## src/rtl/seg7_scroll_driver.sv

```systemverilog
// seg7_scroll_driver
//   Time-multiplexed driver for an N-digit seven-segment display that shows a
//   window of a writable glyph buffer and scrolls that window every
//   SCROLL_FRAMES complete scan frames.
//
// Ports
//   clk           in   clock
//   nrst          in   asynchronous active-low reset
//   wr_en_i       in   write wr_data_i into buffer[wr_addr_i] this cycle
//   wr_addr_i     in   buffer address; addresses >= MSG_LEN are ignored
//   wr_data_i     in   5-bit glyph code
//   scroll_en_i   in   1: window steps at every SCROLL_FRAMES-th frame end
//   scroll_dir_i  in   0: offset+1 (text moves left); 1: offset-1
//   blink_mask_i  in   (BLINK_EN only) bit k blanks digit index k during blink phase
//   offset_o      out  current window start index
//   frame_tick_o  out  one-cycle pulse, coincident with the digit-0 anode
//   cathodes_o    out  {a,b,c,d,e,f,g,dp} pin levels
//   anodes_o      out  one-hot digit select pin levels, MSB = leftmost digit
//
// Build option
//   BLINK_EN  adds blink_mask_i and a blink phase toggling every 32 frame ends.

module seg7_scroll_driver #(
    parameter int NUM_DIGITS    = 8,
    parameter int MSG_LEN       = 16,
    parameter int REFRESH_DIV   = 50000,
    parameter int SCROLL_FRAMES = 100,
    parameter int ACTIVE_LOW    = 1
) (
    input  logic                       clk,
    input  logic                       nrst,
    input  logic                       wr_en_i,
    input  logic [$clog2(MSG_LEN)-1:0] wr_addr_i,
    input  logic [4:0]                 wr_data_i,
    input  logic                       scroll_en_i,
    input  logic                       scroll_dir_i,
`ifdef BLINK_EN
    input  logic [NUM_DIGITS-1:0]      blink_mask_i,
`endif
    output logic [$clog2(MSG_LEN)-1:0] offset_o,
    output logic                       frame_tick_o,
    output logic [7:0]                 cathodes_o,
    output logic [NUM_DIGITS-1:0]      anodes_o
);

    localparam int AW = $clog2(MSG_LEN);
    localparam int DW = $clog2(NUM_DIGITS);
    localparam int PW = $clog2(REFRESH_DIV);
    localparam int FW = (SCROLL_FRAMES > 1) ? $clog2(SCROLL_FRAMES) : 1;

    // XOR masks turning logical levels into pin levels (also the idle pin levels)
    localparam logic [7:0]            CATH_OFF = {8{ACTIVE_LOW != 0}};
    localparam logic [NUM_DIGITS-1:0] AN_OFF   = {NUM_DIGITS{ACTIVE_LOW != 0}};

    localparam logic [PW-1:0]  PRESC_LAST = PW'(REFRESH_DIV - 1);
    localparam logic [DW-1:0]  DIG_LAST   = DW'(NUM_DIGITS - 1);
    localparam logic [FW-1:0]  FRM_LAST   = FW'(SCROLL_FRAMES - 1);
    localparam logic [AW-1:0]  OFF_LAST   = AW'(MSG_LEN - 1);
    localparam logic [AW:0]    LEN_W      = (AW + 1)'(MSG_LEN);

    if (MSG_LEN < NUM_DIGITS) begin : g_bad_len
        $error("seg7_scroll_driver: MSG_LEN must be >= NUM_DIGITS");
    end
    if (NUM_DIGITS < 2 || REFRESH_DIV < 2 || SCROLL_FRAMES < 1) begin : g_bad_param
        $error("seg7_scroll_driver: parameter out of range");
    end

    logic [4:0]            buf_q [MSG_LEN];
    logic [PW-1:0]         presc_q, presc_d;
    logic [DW-1:0]         dig_q, dig_d;
    logic [FW-1:0]         frm_q, frm_d;
    logic [AW-1:0]         offset_q, offset_d;
    logic                  last_q, last_d;
    logic                  ftick_q, ftick_d;
    logic [7:0]            cath_q, cath_d;
    logic [NUM_DIGITS-1:0] an_q, an_d;

    logic                  slot_tick;
    logic                  frame_end;
    logic [AW:0]           idx_sum;
    logic [AW-1:0]         rd_idx;
    logic [4:0]            glyph;
    logic [7:0]            seg;
    logic [NUM_DIGITS-1:0] an_hot;
    logic                  seg_blank;

    // dig_q is the digit loaded at the next slot tick. last_q marks that the
    // rightmost digit is lit, so the tick that ends its slot is the frame end.
    assign slot_tick = (presc_q == PRESC_LAST);
    assign frame_end = slot_tick && last_q;

    always_comb begin
        presc_d = slot_tick ? '0 : presc_q + PW'(1);
        dig_d   = dig_q;
        last_d  = last_q;
        if (slot_tick) begin
            dig_d  = (dig_q == DIG_LAST) ? '0 : dig_q + DW'(1);
            last_d = (dig_q == DIG_LAST);
        end
        ftick_d = frame_end;
    end

    always_comb begin
        frm_d    = frm_q;
        offset_d = offset_q;
        if (frame_end) begin
            if (frm_q == FRM_LAST) begin
                frm_d = '0;
                if (scroll_en_i) begin
                    if (!scroll_dir_i) begin
                        offset_d = (offset_q == OFF_LAST) ? '0 : offset_q + AW'(1);
                    end else begin
                        offset_d = (offset_q == '0) ? OFF_LAST : offset_q - AW'(1);
                    end
                end
            end else begin
                frm_d = frm_q + FW'(1);
            end
        end
    end

    // The frame-end tick also loads digit 0 of the new frame, so the read uses
    // offset_d: every digit of a frame sees the same offset.
    always_comb begin
        idx_sum = (AW + 1)'(offset_d) + (AW + 1)'(dig_q);
        rd_idx  = (idx_sum >= LEN_W) ? AW'(idx_sum - LEN_W) : AW'(idx_sum);
        glyph   = buf_q[rd_idx];
    end

    always_comb begin
        case (glyph)
            5'h00:   seg = 8'hFC;
            5'h01:   seg = 8'h60;
            5'h02:   seg = 8'hDA;
            5'h03:   seg = 8'hF2;
            5'h04:   seg = 8'h66;
            5'h05:   seg = 8'hB6;
            5'h06:   seg = 8'hBE;
            5'h07:   seg = 8'hE0;
            5'h08:   seg = 8'hFE;
            5'h09:   seg = 8'hF6;
            5'h0A:   seg = 8'hEE;
            5'h0B:   seg = 8'h3E;
            5'h0C:   seg = 8'h9C;
            5'h0D:   seg = 8'h7A;
            5'h0E:   seg = 8'h9E;
            5'h0F:   seg = 8'h8E;
            5'h10:   seg = 8'h6E;
            5'h11:   seg = 8'h1C;
            5'h12:   seg = 8'hCE;
            5'h13:   seg = 8'h7C;
            5'h14:   seg = 8'h02;
            5'h15:   seg = 8'h3A;
            5'h16:   seg = 8'h2A;
            default: seg = 8'h00;
        endcase
    end

    always_comb begin
        an_hot = '0;
        for (int k = 0; k < NUM_DIGITS; k++) begin
            if (dig_q == DW'(NUM_DIGITS - 1 - k)) an_hot[k] = 1'b1;
        end
    end

`ifdef BLINK_EN
    logic [4:0] blk_cnt_q, blk_cnt_d;
    logic       phase_q, phase_d;

    always_comb begin
        blk_cnt_d = blk_cnt_q;
        phase_d   = phase_q;
        if (frame_end) begin
            blk_cnt_d = blk_cnt_q + 5'd1;
            if (blk_cnt_q == 5'd31) phase_d = ~phase_q;
        end
    end

    // phase_d so the toggle lines up with digit 0 of the new frame
    assign seg_blank = phase_d && blink_mask_i[dig_q];

    always_ff @(posedge clk or negedge nrst) begin
        if (!nrst) begin
            blk_cnt_q <= '0;
            phase_q   <= 1'b0;
        end else begin
            blk_cnt_q <= blk_cnt_d;
            phase_q   <= phase_d;
        end
    end
`else
    assign seg_blank = 1'b0;
`endif

    always_comb begin
        cath_d = cath_q;
        an_d   = an_q;
        if (slot_tick) begin
            cath_d = (seg_blank ? 8'h00 : seg) ^ CATH_OFF;
            an_d   = an_hot ^ AN_OFF;
        end
    end

    always_ff @(posedge clk or negedge nrst) begin
        if (!nrst) begin
            presc_q  <= '0;
            dig_q    <= '0;
            frm_q    <= '0;
            offset_q <= '0;
            last_q   <= 1'b0;
            ftick_q  <= 1'b0;
            cath_q   <= CATH_OFF;
            an_q     <= AN_OFF;
        end else begin
            presc_q  <= presc_d;
            dig_q    <= dig_d;
            frm_q    <= frm_d;
            offset_q <= offset_d;
            last_q   <= last_d;
            ftick_q  <= ftick_d;
            cath_q   <= cath_d;
            an_q     <= an_d;
        end
    end

    // A same-cycle write lands after the read above, so the display gets the old glyph.
    always_ff @(posedge clk or negedge nrst) begin
        if (!nrst) begin
            for (int k = 0; k < MSG_LEN; k++) buf_q[k] <= 5'h1F;
        end else if (wr_en_i && ((AW + 1)'(wr_addr_i) < LEN_W)) begin
            buf_q[wr_addr_i] <= wr_data_i;
        end
    end

    assign offset_o     = offset_q;
    assign frame_tick_o = ftick_q;
    assign cathodes_o   = cath_q;
    assign anodes_o     = an_q;

endmodule
```

## config.mk

```make
export PLATFORM = sky130hd
export DESIGN_NAME = seg7_scroll_driver
export DESIGN_NICKNAME = d
export VERILOG_FILES = /design/src/rtl/seg7_scroll_driver.sv
export SDC_FILE = /design/constraint.sdc
export NUM_CORES = 1
export LEC_CHECK = 0
export CAP_MARGIN = 0
export CELL_PAD_IN_SITES_DETAIL_PLACEMENT = 0
export CELL_PAD_IN_SITES_GLOBAL_PLACEMENT = 1
export CORE_ASPECT_RATIO = 1.5
export CORE_MARGIN = 5
export CORE_UTILIZATION = 50
export CTS_CLUSTER_SIZE = 8
export DETAILED_ROUTE_END_ITERATION = 8
export PLACE_DENSITY = 0.89
export REMOVE_ABC_BUFFERS = 1
export SETUP_SLACK_MARGIN = 0.02
export SKIP_LAST_GASP = 1
export SYNTH_ARGS = -nofsm -noshare
export SYNTH_HDL_FRONTEND = slang
export SYNTH_SLANG_ARGS = --single-unit
```

## constraint.sdc

```tcl
create_clock -name clk -period 7.2 [get_ports clk]
set_clock_uncertainty 0.2 [all_clocks]
set_input_delay 1.44 -clock clk [delete_from_list [all_inputs] [get_ports clk]]
set_output_delay 1.44 -clock clk [all_outputs]
set_load 0.01 [all_outputs]
```

==> metrics <==
outcome complete, no violations; clk sinks between 100 and 150; die area between 15,000 and 20,000 µm²; WL final 14,000 µm; Mean Syn Cell Area 12.4 µm²; yosys warns 0; post-CTS sizing 0; placed insts roughly 720; Startpoint Class primary input; All-Layer GR Usage 0.184; dpl ws between 400 and 500 ps; reg2reg path depth 20; actual slew at the worst max-slew pin 1080 ps; register area share after synthesis 0.485; crit path max fanout 11; first-pass GRT wire length 24,000 µm; RSZ-0062 raised after global routing no; most used flip-flop cell after synthesis dfstp_2; Via-to-Cell Ratio a little under 6; critical path class in -> reg; Placed Instance Area 7270 µm²; Cell Area, Synth between 6000 and 7000 µm²; Hold Fails Final Rpt 0; max_slew headroom 0.279; I/O Buffers 33; largest net degree at the start of global routing 88; RR Endpoint cathodes_o[7]; Die Ht between 150 and 200 µm; die width around 110 µm; Ports 35; CTS tree built; Max-Cap Viols 0; initial antenna violation count 0; R2R setup slack 1280 ps; power per cell area around 270 nW/µm²; post-synthesis register bit count 127; CTS Buffer Depth 2; reg2reg start presc_q[5]; Synth area leader dfstp_2; CP Capture Type flip-flop; drt drc 0; top cells by count, synth dfstp_2 (95), mux2_2 (86), nor2_1 (42); slowest stage cell, crit path fa_1; Congestion Overflow GR 0; clk root buf clkbuf_16; Initial DRT Pass Iterations 5; f_max 157 MHz; count leader, synth dfstp_2; Async SR Flop Fraction 1.00; vias in the first global route between 4,000 and 5,000; CP Cell Sequence clkdlybuf4s50_1 -> and4b_1 -> nand4_4 -> a211oi_1 -> a21oi_1 -> o21ai_0 -> ha_1 -> inv_1 -> fa_1 -> buf_4 -> mux4_2 -> o22ai_1 -> and2_1 -> a211oi_1 -> inv_1 -> ha_1 -> nand2b_1 -> nor2_1 -> a2111oi_2 -> o21ai_1; post-synth top area share 0.367; CP Data Required Time about 7300 ps; largest cells by area after synthesis dfstp_2 (37%), mux2_2 (14%), dfrtp_1 (12%); CTS Hold Buffers Added 0; DP HPWL around 10000 µm; CTS Buf Count 17; cell count after synthesis around 550; Post-synth EDFFs 0; area occupied by multi-input gates 3340 µm²; number of fill cells about 1,100; leakage 3.23 nW; Final Setup Violations 0; Placer Congestion approximately 0.8; fin. max-slew vios 0; Hold Crit Start cathodes_o[7]; post-route cell area just under 8000 µm²; hold endpoint cathodes_o[7]; Tcrit/Tclk final 0.882; VDD IR-drop max ~0.00018 V; clock transition at the registers of the reported paths about 60 ps; register area between 3000 and 4000 µm²; Core Box Area ~13,000 µm²; critical path arrival 6490 ps; Final Worst Setup Slack between 800 and 900 ps; total number of vias 4,463; Hold Path Depth 2; initial core utilization 0.507; Post-CTS Setup Repair Bufs 0; min Tclk post-route 6350 ps; post-route ant nets 0; # rows 52; initial DRC count ~130; Antenna Cells 0; share of cells above drive strength 1 0.421; Min-Delay Path Class reg -> reg; crit-path max cell delay between 800 and 900 ps; worst skew pair latency 420 ps; # nets final ~600; H-tree depth 4; WL/cell around 19 µm; Unique masters post-synth 60; final hold slack 266 ps; synth-to-layout area growth 15.5%; sum of negative setup slack 0 ps; Layout Cells excl Fill around 760
-- routing by layer --
layer | routed length, µm | GRT usage
met1 | 5510 | 0.208
met2 | 7780 | 0.332
met3 | 392 | 0.0359
met4 | 365 | 0.0768
met5 | 0 | 0
-- metrics by stage --
step / power [mW] / util
final: 2.11 / 0.586
after global routing: 2.20 / 0.586
after CTS: 2.12 / 0.586
after detailed placement: 1.27 / 0.542
after global placement: 1.25 / 0.542
after floorplan: 1.18 / -
-- cells by family after synthesis --
logic type                 count (synthesis)  synth area share
and+or+nand+nor                          143             0.112
DFF                                      127             0.485
muxes                                    116             0.226
AOI/OAI and AO/OA                         83            0.0879
buffers and inverters                     40            0.0258
adders and majority gates                 21            0.0397
xor gates and xnor gates                  18            0.0232
other                                      1          0.000551
-- sequential cells by signal (all words and copies together), names as in the netlist --
register	flops
buf_q	80
presc_q	16
cathodes_o	7
offset_o	4
frame_tick_o	1
last_q	1
anodes_o	8
frm_q	7
dig_q	3
-- power by group --
group	switching [mW]	total (mW)	leakage, nW	internal (mW)
sequential	0.0527	0.947	1.43	0.894
clock	0.323	0.842	0.278	0.519
combinational	0.147	0.319	1.52	0.173
-- worst max path at each step --
| stage | startpoint | to | slack (ps) | cells after the start |
|---|---|---|---|---|
| 3_3_place_gp | scroll_en_i | cathodes_o[7] | 650 | 20 |
| 2_1_floorplan | scroll_en_i | cathodes_o[4] | 1410 | 17 |
| 5_1_grt | scroll_en_i | cathodes_o[7] | 420 | 20 |
| 4_1_cts | scroll_en_i | cathodes_o[7] | 850 | 20 |
| 3_5_place_dp | scroll_en_i | cathodes_o[4] | 450 | 19 |
| 6_report | scroll_en_i | cathodes_o[7] | 850 | 20 |
-- worst max-delay path: cells and delay by family --
kind | cells | cell delay [ps]
AO/OA/AOI/OAI | 7 | 1510
multiplexers | 1 | 230
adder cells (fa/ha/maj) | 3 | 1450
AND/OR/NAND/NOR | 5 | 820
buffers and inverters | 4 | 1050
-- final cells by class --
class                      instances  area share
inverter                          12     0.00573
tap                              162      0.0258
timing repair buffer              41      0.0494
multi-input combinational        382       0.425
clock inverter                    10      0.0129
sequential                       127       0.420
clock buffer                      22      0.0620
-- cell usage in the layout (no fill, tap or decap), types with 5 or more instances in the layout --
cell type,n
nor2_1,42
xnor2_1,10
nand3b_1,5
mux4_2,20
a21oi_1,14
nor3_1,11
nor2b_1,7
nand4_1,5
dfrtp_1,32
clkdlybuf4s50_1,32
nand2_1,26
nand3_1,9
a31oi_1,9
and3_1,7
nor3b_1,6
xor2_1,8
ha_1,20
inv_1,12
clkbuf_16,19
buf_4,9
mux2_2,86
o21ai_0,13
dfstp_2,95
and2_1,6
a211oi_1,5
o22ai_1,15
mux2i_1,8
No activity file was read; power rests on OpenSTA's default activity.
